<file path="src/rtl/mips_mem_pkg.sv">
// Shared types and encodings for the data-cache miss controller.
package mips_mem_pkg;

  typedef enum logic [1:0] {
    S_IDLE      = 2'd0,
    S_WRITEBACK = 2'd1,
    S_REFILL    = 2'd2
  } state_t;

  localparam int unsigned MEM_LATENCY_DEFAULT = 4;
  // Wide enough to hold MEM_LATENCY itself (up to 15), one past terminal count.
  localparam int unsigned CNT_W = 4;

  localparam logic CIT_CPU    = 1'b0;
  localparam logic CIT_MEM    = 1'b1;
  localparam logic MAT_CPU    = 1'b0;
  localparam logic MAT_VICTIM = 1'b1;

endpackage

</file>
<file path="src/rtl/dcache_ctrl_if.sv">
// Pipeline/cache-array side signals of the data-cache controller.
interface dcache_ctrl_if;
  logic req_read;
  logic req_write;
  logic cache_hit;
  logic cache_dirty;
  logic cache_valid;
  logic halted;
  logic pc_enable;
  logic we_cache;
  logic set_valid;
  logic set_dirty;
  logic cache_input_type;
  logic memory_address_type;
  logic mem_we;

  modport master (
    output req_read, req_write, cache_hit, cache_dirty, cache_valid, halted,
    input  pc_enable, we_cache, set_valid, set_dirty, cache_input_type,
           memory_address_type, mem_we
  );

  modport slave (
    input  req_read, req_write, cache_hit, cache_dirty, cache_valid, halted,
    output pc_enable, we_cache, set_valid, set_dirty, cache_input_type,
           memory_address_type, mem_we
  );
endinterface

</file>
<file path="src/rtl/mem_wait_counter.sv">
// Up-counter timing one main-memory line transfer; done marks its last cycle.
module mem_wait_counter
  import mips_mem_pkg::*;
#(
  parameter int unsigned MEM_LATENCY = MEM_LATENCY_DEFAULT
) (
  input  logic             clk,
  input  logic             rst,
  input  logic             clear,
  input  logic             enable,
  output logic             done,
  output logic [CNT_W-1:0] count
);

  always_ff @(posedge clk) begin
    if (rst || clear) begin
      count <= '0;
    end else if (enable) begin
      count <= count + CNT_W'(1);
    end
  end

  assign done = (count == CNT_W'(MEM_LATENCY - 1));

endmodule

</file>
<file path="src/rtl/dcache_ctrl.sv">
// Blocking data-cache controller: hit service, dirty-victim writeback, line refill.
//
// state       | meaning
// ------------+--------------------------------------------------------------
// S_IDLE      | evaluate request; hits complete, misses stall and start transfer
// S_WRITEBACK | victim line written to memory for MEM_LATENCY cycles
// S_REFILL    | line read from memory; written into cache on the last cycle
module dcache_ctrl
  import mips_mem_pkg::*;
#(
  parameter int unsigned MEM_LATENCY = MEM_LATENCY_DEFAULT
) (
  input  logic        clk,
  input  logic        rst,
  dcache_ctrl_if.slave bus,
  output logic [31:0] hit_count,
  output logic [31:0] miss_count
);

  state_t           state_q, state_d;
  logic             cnt_clear, cnt_en, cnt_done;
  logic [CNT_W-1:0] wait_cnt;
  logic             retry, request, is_store;
  logic             hit_inc, miss_inc;
  logic             pc_enable, we_cache, set_valid, set_dirty, cit, mat, mem_we;

  mem_wait_counter #(.MEM_LATENCY(MEM_LATENCY)) u_wait (
    .clk    (clk),
    .rst    (rst),
    .clear  (cnt_clear),
    .enable (cnt_en),
    .done   (cnt_done),
    .count  (wait_cnt)
  );

  // The counter keeps running through the last refill cycle, so it reads
  // MEM_LATENCY only in the IDLE cycle that directly follows a refill.
  assign retry    = (wait_cnt == CNT_W'(MEM_LATENCY));
  assign request  = bus.req_read | bus.req_write;
  assign is_store = bus.req_write;

  always_ff @(posedge clk) begin
    if (rst) begin
      state_q    <= S_IDLE;
      hit_count  <= '0;
      miss_count <= '0;
    end else begin
      state_q <= state_d;
      if (hit_inc)  hit_count  <= hit_count + 32'd1;
      if (miss_inc) miss_count <= miss_count + 32'd1;
    end
  end

  always_comb begin
    state_d   = state_q;
    pc_enable = 1'b1;
    we_cache  = 1'b0;
    set_valid = 1'b0;
    set_dirty = 1'b0;
    cit       = CIT_CPU;
    mat       = MAT_CPU;
    mem_we    = 1'b0;
    cnt_clear = 1'b0;
    cnt_en    = 1'b0;
    hit_inc   = 1'b0;
    miss_inc  = 1'b0;

    case (state_q)
      S_IDLE: begin
        cnt_clear = 1'b1;
        if (request && !bus.halted) begin
          if (bus.cache_hit) begin
            hit_inc = !retry;
            if (is_store) begin
              we_cache  = 1'b1;
              set_valid = 1'b1;
              set_dirty = 1'b1;
            end
          end else begin
            pc_enable = 1'b0;
            miss_inc  = !retry;
            state_d   = (bus.cache_valid && bus.cache_dirty) ? S_WRITEBACK : S_REFILL;
          end
        end
      end
      S_WRITEBACK: begin
        pc_enable = 1'b0;
        mat       = MAT_VICTIM;
        mem_we    = 1'b1;
        cnt_en    = 1'b1;
        if (cnt_done) begin
          cnt_clear = 1'b1;
          state_d   = S_REFILL;
        end
      end
      S_REFILL: begin
        pc_enable = 1'b0;
        cnt_en    = 1'b1;
        if (cnt_done) begin
          we_cache  = 1'b1;
          set_valid = 1'b1;
          cit       = CIT_MEM;
          state_d   = S_IDLE;
        end
      end
      default: state_d = S_IDLE;
    endcase

    if (rst) begin
      pc_enable = 1'b0;
      we_cache  = 1'b0;
      set_valid = 1'b0;
      set_dirty = 1'b0;
      cit       = CIT_CPU;
      mat       = MAT_CPU;
      mem_we    = 1'b0;
      hit_inc   = 1'b0;
      miss_inc  = 1'b0;
    end
  end

  assign bus.pc_enable           = pc_enable;
  assign bus.we_cache            = we_cache;
  assign bus.set_valid           = set_valid;
  assign bus.set_dirty           = set_dirty;
  assign bus.cache_input_type    = cit;
  assign bus.memory_address_type = mat;
  assign bus.mem_we              = mem_we;

endmodule

</file>
<file path="src/flat_wrapper.sv">
// flat-port wrapper written by rule: the top's interface ports become plain ports
module dcache_ctrl_flat import mips_mem_pkg::*;
#(
  parameter int unsigned MEM_LATENCY = MEM_LATENCY_DEFAULT
)
  (clk, rst, hit_count, miss_count, bus_req_read, bus_req_write, bus_cache_hit, bus_cache_dirty, bus_cache_valid, bus_halted, bus_pc_enable, bus_we_cache, bus_set_valid, bus_set_dirty, bus_cache_input_type, bus_memory_address_type, bus_mem_we);
  dcache_ctrl_if bus_i ();
  input  logic clk;
  input  logic rst;
  output logic [31:0] hit_count;
  output logic [31:0] miss_count;
  input wire logic [$bits(bus_i.req_read)-1:0] bus_req_read;
  input wire logic [$bits(bus_i.req_write)-1:0] bus_req_write;
  input wire logic [$bits(bus_i.cache_hit)-1:0] bus_cache_hit;
  input wire logic [$bits(bus_i.cache_dirty)-1:0] bus_cache_dirty;
  input wire logic [$bits(bus_i.cache_valid)-1:0] bus_cache_valid;
  input wire logic [$bits(bus_i.halted)-1:0] bus_halted;
  output wire logic [$bits(bus_i.pc_enable)-1:0] bus_pc_enable;
  output wire logic [$bits(bus_i.we_cache)-1:0] bus_we_cache;
  output wire logic [$bits(bus_i.set_valid)-1:0] bus_set_valid;
  output wire logic [$bits(bus_i.set_dirty)-1:0] bus_set_dirty;
  output wire logic [$bits(bus_i.cache_input_type)-1:0] bus_cache_input_type;
  output wire logic [$bits(bus_i.memory_address_type)-1:0] bus_memory_address_type;
  output wire logic [$bits(bus_i.mem_we)-1:0] bus_mem_we;
  assign bus_i.req_read = bus_req_read;
  assign bus_i.req_write = bus_req_write;
  assign bus_i.cache_hit = bus_cache_hit;
  assign bus_i.cache_dirty = bus_cache_dirty;
  assign bus_i.cache_valid = bus_cache_valid;
  assign bus_i.halted = bus_halted;
  assign bus_pc_enable = bus_i.pc_enable;
  assign bus_we_cache = bus_i.we_cache;
  assign bus_set_valid = bus_i.set_valid;
  assign bus_set_dirty = bus_i.set_dirty;
  assign bus_cache_input_type = bus_i.cache_input_type;
  assign bus_memory_address_type = bus_i.memory_address_type;
  assign bus_mem_we = bus_i.mem_we;
  dcache_ctrl #(.MEM_LATENCY(MEM_LATENCY)) u_core (.clk(clk), .rst(rst), .bus(bus_i), .hit_count(hit_count), .miss_count(miss_count));
endmodule
</file>
<file path="config.mk">
export PLATFORM = sky130hd
export DESIGN_NAME = dcache_ctrl_flat
export DESIGN_NICKNAME = d
export VERILOG_FILES = /design/src/rtl/mips_mem_pkg.sv /design/src/rtl/dcache_ctrl_if.sv /design/src/rtl/mem_wait_counter.sv /design/src/rtl/dcache_ctrl.sv /design/src/flat_wrapper.sv
export SDC_FILE = /design/constraint.sdc
export NUM_CORES = 1
export LEC_CHECK = 0
export ABC_AREA = 1
export BUFFER_PORTS_ARGS = -buffer_cell sky130_fd_sc_hd__buf_2
export CAP_MARGIN = 25
export CORE_UTILIZATION = 31
export DETAILED_ROUTE_END_ITERATION = 12
export GPL_TIMING_DRIVEN = 0
export MAX_ROUTING_LAYER = met4
export SYNTH_ARGS = -nofsm -noshare
export SYNTH_HDL_FRONTEND = slang
export SYNTH_SLANG_ARGS = --single-unit
</file>
<file path="constraint.sdc">
create_clock -name clk -period 4.3 [get_ports clk]
set_input_delay 0.86 -clock clk [delete_from_list [all_inputs] [get_ports clk]]
set_output_delay 0.86 -clock clk [all_outputs]
set_load 0.03 [all_outputs]
</file>
==> impl_metrics.ini, run 1 <==
[detailed_routing]
vias_per_cell = 4.646
drc = 0
vias_after_detailed_routing = 4070
wire_per_inst_um = 12.31
dr.pass1.iters = 6
drt_iter0_drc = 275
drt_wl_total_mm = 10.79
drt.antenna.violating_nets = 0

[setup_path]
startpoint_to_endpoint_class_of_the_critical_path = in -> out
required_ns = 3.44
cp_max_fo = 10
critPathArrivalTime_ns = 2.52
setup.worst_path.end_class = output pin
worstSetupStartpointType = primary input

[power]
max-vdd-ir-drop_mv = 0.1844
cellLeakagePower_nw = 2.180
power.density_nw_per_um2 = 340.2

[clock_network]
cts-root-to-sink-buffers = 2
cts_made_buffers = 9
cts-hold-fix-buffers = 0
clock_insertion_delay_worst_skew_ns = 0.35
cts_post_setup_buffers_inserted = 0
number_of_cells_upsized_or_downsized_after_cts = 0
clkSlewWorstSetupHoldPaths_ns = 0.05
tritoncts_clock_tree = done
cts.htree.levels = 3
cts-root-buf = clkbuf_16
clock_sink_count = 70

[layout]
layout-drive-gt1-share_pct = 16.67
layout_common_cells = 137 x nand2_1, 127 x nor2_1, 81 x inv_1
antennaDiodeCount = 0
area_delta_synth_final_pct = 23.09
most_common_library_cell_in_the_layout_ignoring_fill_and_taps = nand2_1
final_cell_area_um2 = 4890
final_nets = 718
post-route-util_pct = 39.88

[sta]
finalMaxSlewViolations = 0
final-hold-violation-count = 0
rsz0062_at_grt = false
worst_pin_slew_ns = 0.6396
finClkSkew_ns = 0.005861
timing.fmax_mhz = 295.8
worst_slew_margin_rel_pct = 57.36
setup_violations = 0
final.setup.tns_ns = 0
final.period_utilization_pct = 78.63
finalCriticalPeriod_ns = 3.381

[synth]
warnings_from_yosys = 0
syn_area_um2 = 3973
synth.ff_latch_count = 70
netlist-cell-type-count = 35
netlist_instances = 614
net_count_of_the_mapped_netlist = 629
synth_area_per_cell_um2 = 6.470
synth_seq_area_share_pct = 35.28

[placement]
placement.cell_area_um2 = 4573
post-dp-hpwl_mm = 8.128
gp_congestion = 0.8273
io_buffers = 78

[grt]
grt-busiest-layer = met2
grt_first_pass_wirelength_mm = 18.31
grt.met3_usage_pct = 4.217
grt_use_met1_pct = 23.13
grt_remaining_overflow = 0
grt_max_degree = 12
number_of_global_route_vias_before_repair = 3788
antenna_found_initial = 0
groute.usage.overall_pct = 18.32
globalRouteMet2Util_pct = 28.27

[min_path]
class_of_the_tightest_hold_or_removal_check = reg -> reg

[die]
initial_core_util_pct = 32.40
die_outline_height_um = 115.2
die_area_um2 = 13270
design.portCount = 79
fp-row-count = 40
core_region_area_um2 = 12260
die_w_um = 115.2

[run_status]
outcome = completed

[flow_run]
max_cap_violations = 0
==> critical path, cell delays in order <==
cell      delay, ns
buf_2          0.15
clkbuf_1       0.48
clkbuf_1       0.56
nor2_1         0.14
buf_4          0.16
buf_2          0.16
==> area by class of cell <==
class / count / area [um^2]
fillers: 1333 / 7372
multi-input cells: 449 / 2181
flip-flops and latches: 70 / 1401
repair buffers: 78 / 390.4
inverters: 83 / 311.5
clock buffers: 12 / 246.5
well taps: 168 / 210.2
plain buffers: 12 / 78.83
clock inverters: 4 / 70.07
==> report_power, final <==
| group | leakage (nW) | internal (mW) | switching (mW) |
|---|---|---|---|
| Sequential | 0.564 | 0.660 | 0.00962 |
| Clock | 0.157 | 0.522 | 0.282 |
| Combinational | 1.46 | 0.0570 | 0.133 |
==> synthesized netlist by cell type <==
cell type / number / area [um^2]
nand4_2: 1 / 12.51
clkbuf_1: 3 / 11.26
nor3b_1: 2 / 15.01
a21oi_1: 34 / 170.2
a31oi_1: 1 / 6.260
buf_4: 3 / 22.52
nor2_8: 1 / 20.02
nand2_1: 137 / 514.2
a21o_1: 1 / 7.510
dfxtp_1: 70 / 1401
nand3_1: 46 / 230.2
clkinv_1: 1 / 3.750
nor2_1: 127 / 476.7
clkbuf_8: 2 / 27.53
inv_2: 1 / 3.750
nand3_2: 3 / 30.03
nor2_4: 3 / 33.78
nor2_2: 4 / 25.02
nand2_2: 2 / 12.51
nand4_4: 1 / 21.27
o211ai_1: 1 / 7.510
ha_1: 7 / 87.58
a31o_2: 1 / 8.760
o21ai_0: 14 / 70.07
and3_1: 1 / 6.260
buf_2: 2 / 10.01
xor2_1: 6 / 52.55
inv_1: 81 / 304.0
buf_1: 2 / 7.510
nand3_4: 2 / 35.03
xnor2_1: 9 / 78.83
nor4_1: 2 / 12.51
nor3_1: 19 / 95.09
nand4_1: 23 / 143.9
nand3b_1: 1 / 7.510
==> cells by family after synthesis <==
kind of cell	Yosys count	synth area share, %
flops	70	35.28
buf+inv	95	9.827
xor+xnor	15	3.307
fa+ha+maj	7	2.205
compound gates	52	6.803
simple gates	375	42.58
==> per-stage QoR <==
stage	instances	total power [mW]	worst slack [ns]	hold slack, ns
2_1_floorplan	614	0.8246	1.406	0.4610
3_3_place_gp	860	0.8746	0.9283	0.4773
3_5_place_dp	860	0.8755	0.8696	0.4816
4_1_cts	876	1.685	0.8799	0.4915
5_1_grt	876	1.734	0.7723	0.5362
6_report	876	1.664	0.9188	0.4864
==> flip-flops by register name, summed over array words and instances (netlist names) <==
signal               cells
u_core.u_wait.count      4
u_core.state_q           2
u_core.miss_count       32
u_core.hit_count        32
==> layer usage <==
layer  wire, um  vias to the layer above  part of all wire, %
met4        164                        0                  1.5
met5          0                        -                    0
li1           -                     2140                    -
met2       4872                       98                   45
met1       5209                     1817                   48
met3        541                       15                  5.0
==> path summary, 6_finish.rpt <==
kind,cells after the start,startpoint,slack [ns],end
worst max-delay path,6,rst,0.92,bus_memory_address_type
worst min-delay path,2,u_core.state_q[0]$_SDFFE_PP0P_,0.49,u_core.state_q[0]$_SDFFE_PP0P_
worst max register to register,9,u_core.state_q[1]$_SDFFE_PP0P_,2.46,u_core.hit_count[27]$_SDFFE_PP0P_
worst min register to register,2,u_core.state_q[0]$_SDFFE_PP0P_,0.49,u_core.state_q[0]$_SDFFE_PP0P_
No activity file was read; power rests on OpenSTA's default activity.
==> run 2, diff against run 1 <==
--- a/config.mk
+++ b/config.mk
@@ -5,7 +5,7 @@
 export SDC_FILE = /design/constraint.sdc
 export NUM_CORES = 1
 export LEC_CHECK = 0
-export ABC_AREA = 1
+export ABC_AREA = 0
 export BUFFER_PORTS_ARGS = -buffer_cell sky130_fd_sc_hd__buf_2
 export CAP_MARGIN = 25
 export CORE_UTILIZATION = 31
==> constraint.sdc (replaced) <==
create_clock -name clk -period 3.3 [get_ports clk]
set_input_delay 0.66 -clock clk [delete_from_list [all_inputs] [get_ports clk]]
set_output_delay 0.66 -clock clk [all_outputs]
set_load 0.03 [all_outputs]
==> run 2 against run 1 <==
Worst hold slack got worse by 0.0087 ns; register-to-register slack got worse by 1.9 ns; clock power decreased by 14%; sequential share of layout area is 4.7 points higher; non-clock buffer count is 8 higher; die area fell by 13%; clock skew increased by 0.011 ns; synthesized cell count decreased by 34%; core utilization decreased by 0.98 points; largest cell class unchanged; area after synthesis is 14% lower; cell count decreased by 27%.
==> impl_metrics.ini, run 2 <==
[layout]
layout_common_cells = 81 x buf_2, 70 x dfxtp_1, 67 x nor2_1
final_nets = 511
layout_cells_excl_fill = 641
post-route-util_pct = 38.89
antennaDiodeCount = 0
area_delta_synth_final_pct = 22.36
layout-drive-gt1-share_pct = 21.16
most_common_library_cell_in_the_layout_ignoring_fill_and_taps = buf_2
reg.largest.list = u_core.hit_count (32), u_core.miss_count (32), u_core.u_wait.count (4)
final_cell_area_um2 = 4198

[power]
power.switching_uw = 430.0
finalPower_mw = 1.676
clock_power_share_pct = 41.0
cellLeakagePower_nw = 1.615
power.switching_fraction_pct = 25.66
p_int_mw = 1.246
power.density_nw_per_um2 = 399.3
power_frac_seq_pct = 51.2
p_comb_share_pct = 7.8
max-vdd-ir-drop_mv = 0.1672

[sta]
finalMaxSlewViolations = 0
final.period_utilization_pct = 83.85
rsz0062_at_grt = false
minimum_setup_slack_in_the_final_design_ns = 0.5329
holdWs_ns = 0.4777
timing.fmax_mhz = 361.4
final-hold-violation-count = 0
finalCriticalPeriod_ns = 2.767
finClkSkew_ns = 0.01693
worst_slew_margin_rel_pct = 35.66
final.setup.tns_ns = 0
setup_violations = 0
worst_pin_slew_ns = 0.9625

[run_status]
outcome = completed

[synth]
netlist-cell-type-count = 42
synth_top_cell_area_share_pct = 40.85
postSynth.asyncResetShare_pct = 0
netlist_top_cells_area = dfxtp_1 41%, xnor2_1 7.9%, nor2_1 7.3%
synthMostInstantiatedCell = dfxtp_1
synth_area_per_cell_um2 = 8.450
syn_area_um2 = 3431
net_count_of_the_mapped_netlist = 421
library_cell_with_the_largest_summed_area_after_synthesis = dfxtp_1
synthTopCellsByCount = 70 x dfxtp_1, 67 x nor2_1, 31 x xnor2_1
synth_seq_area_share_pct = 40.85
warnings_from_yosys = 0
netlist_instances = 406
synth.ff_latch_count = 70
synth_flop_cell = dfxtp_1
synth_enable_flop_cells = 0

[setup_path]
worstRegToRegCells = 9
startpoint_to_endpoint_class_of_the_critical_path = reg -> reg
reg2reg_to = u_core.hit_count[30]$_SDFFE_PP0P_
critPathArrivalTime_ns = 2.98
setup.worst_path.end_class = flop
cp_max_fo = 10
worstReg2RegStart = u_core.u_wait.count[0]$_SDFFE_PP0P_
required_ns = 3.51
worstSetupStartpointType = flop
reg2reg_slack_ns = 0.53

[grt]
grt_remaining_overflow = 0
antenna_found_initial = 0
groute.usage.overall_pct = 16.15
grt_first_pass_wirelength_mm = 14.21
number_of_global_route_vias_before_repair = 2948
grt_max_degree = 13

[detailed_routing]
dr.pass1.iters = 4
vias_after_detailed_routing = 3197
wire_per_inst_um = 13.33
vias_per_cell = 4.988
drt.antenna.violating_nets = 0
drt_iter0_drc = 150
drc = 0
drt_wl_total_mm = 8.542

[clock_network]
number_of_cells_upsized_or_downsized_after_cts = 0
cts_post_setup_buffers_inserted = 0
clkSlewWorstSetupHoldPaths_ns = 0.07
cts.htree.levels = 3
clock_sink_count = 70
clock_insertion_delay_worst_skew_ns = 0.35
cts_made_buffers = 9
tritoncts_clock_tree = done
cts-root-to-sink-buffers = 2
cts-root-buf = clkbuf_8
cts-hold-fix-buffers = 0

[placement]
io_buffers = 77
gp_congestion = 0.8418
placement.cell_area_um2 = 4003
placement.setup.worst_slack_ns = 0.3838
post-dp-hpwl_mm = 6.361
placed_cells_incl_taps = 624

[min_path]
timing.hold.worst.start = u_core.hit_count[31]$_SDFFE_PP0P_
class_of_the_tightest_hold_or_removal_check = reg -> reg
min_to = u_core.hit_count[31]$_SDFFE_PP0P_
min_delay_path_depth = 2

[die]
design.portCount = 79
fp-row-count = 38
die_outline_height_um = 107.2
die_area_um2 = 11490
initial_core_util_pct = 31.79
core_region_area_um2 = 10790
die_w_um = 107.2

[flow_run]
max_cap_violations = 0
==> run 2: cell types whose count changed in the layout (fill, tap and decap cells not counted), sizes merged, moves of 6 or more <==
cell,before,now
nor3,19,10
xor2,6,25
clkbuf,17,23
xnor2,9,31
a21oi,34,9
nand2,139,24
or3,0,12
inv,82,13
nor4,2,18
o21ai,14,7
nand3,51,26
nor2,135,67
==> run 2: logic make-up (layout without fill, tap and decap cells) <==
family / after synthesis / count (layout) / share of synthesized area [%]
AO/OA/AOI/OAI: 24 / 24 / 4.158
buffers and inverters: 32 / 127 / 3.866
flip-flops: 70 / 70 / 40.85
adder cells (fa/ha/maj): 7 / 7 / 2.553
multiplexers: 3 / 3 / 0.8753
AND/OR/NAND/NOR: 214 / 214 / 33.41
XOR/XNOR: 56 / 56 / 14.30
==> run 2: how the worst max path moves through the flow <==
| stage | startpoint | to | slack (ns) | depth (start not counted) |
|---|---|---|---|---|
| 6_report | u_core.u_wait.count[0]$_SDFFE_PP0P_ | u_core.hit_count[30]$_SDFFE_PP0P_ | 0.53 | 9 |
| 5_1_grt | u_core.u_wait.count[0]$_SDFFE_PP0P_ | u_core.hit_count[30]$_SDFFE_PP0P_ | 0.25 | 9 |
| 4_1_cts | u_core.u_wait.count[0]$_SDFFE_PP0P_ | u_core.hit_count[30]$_SDFFE_PP0P_ | 0.44 | 9 |
| 3_5_place_dp | bus_halted | u_core.hit_count[30]$_SDFFE_PP0P_ | 0.38 | 8 |
| 3_3_place_gp | bus_halted | u_core.miss_count[28]$_SDFFE_PP0P_ | 0.12 | 7 |
| 2_1_floorplan | rst | bus_we_cache | 0.33 | 5 |
==> run 2: layer usage <==
metal / vias to the layer above / global-route usage, % / share of wire (%) / routed length [um]
met1: 1515 / 20.12 / 48 / 4063
met2: 64 / 25.07 / 46 / 3915
li1: 1604 / - / - / -
met5: - / - / 0 / 0
met4: 0 / 6.164 / 1.8 / 150
met3: 14 / 4.134 / 4.8 / 411
==> run 2: worst max-delay path, cell delays in order, from the launching register on <==
cell	delay [ns]
dfxtp_1	0.39
inv_1	0.06
ha_1	0.20
and3b_1	0.17
clkbuf_1	0.21
nor4_1	0.71
clkbuf_1	0.46
nand4_1	0.20
xnor2_1	0.18
nor2_1	0.05
==> run 2: power by group through the flow <==
stage / clock network (mW) / logic, mW / registers (mW)
global placement: 0 / 0.129 / 0.877
global route: 0.741 / 0.143 / 0.859
CTS: 0.705 / 0.131 / 0.858
finish: 0.688 / 0.131 / 0.858
floorplan: 0 / 0.0911 / 0.883
detailed placement: 0 / 0.131 / 0.878
==> run 2: cell type report <==
class / instances / area, um^2
inverter: 13 / 48.80
sequential: 70 / 1401
tap: 140 / 175.2
timing repair buffer: 79 / 401.6
clock buffer: 10 / 127.6
fill: 1084 / 6595
clock inverter: 6 / 62.56
buffer: 19 / 83.83
multi-input combinational: 304 / 1897
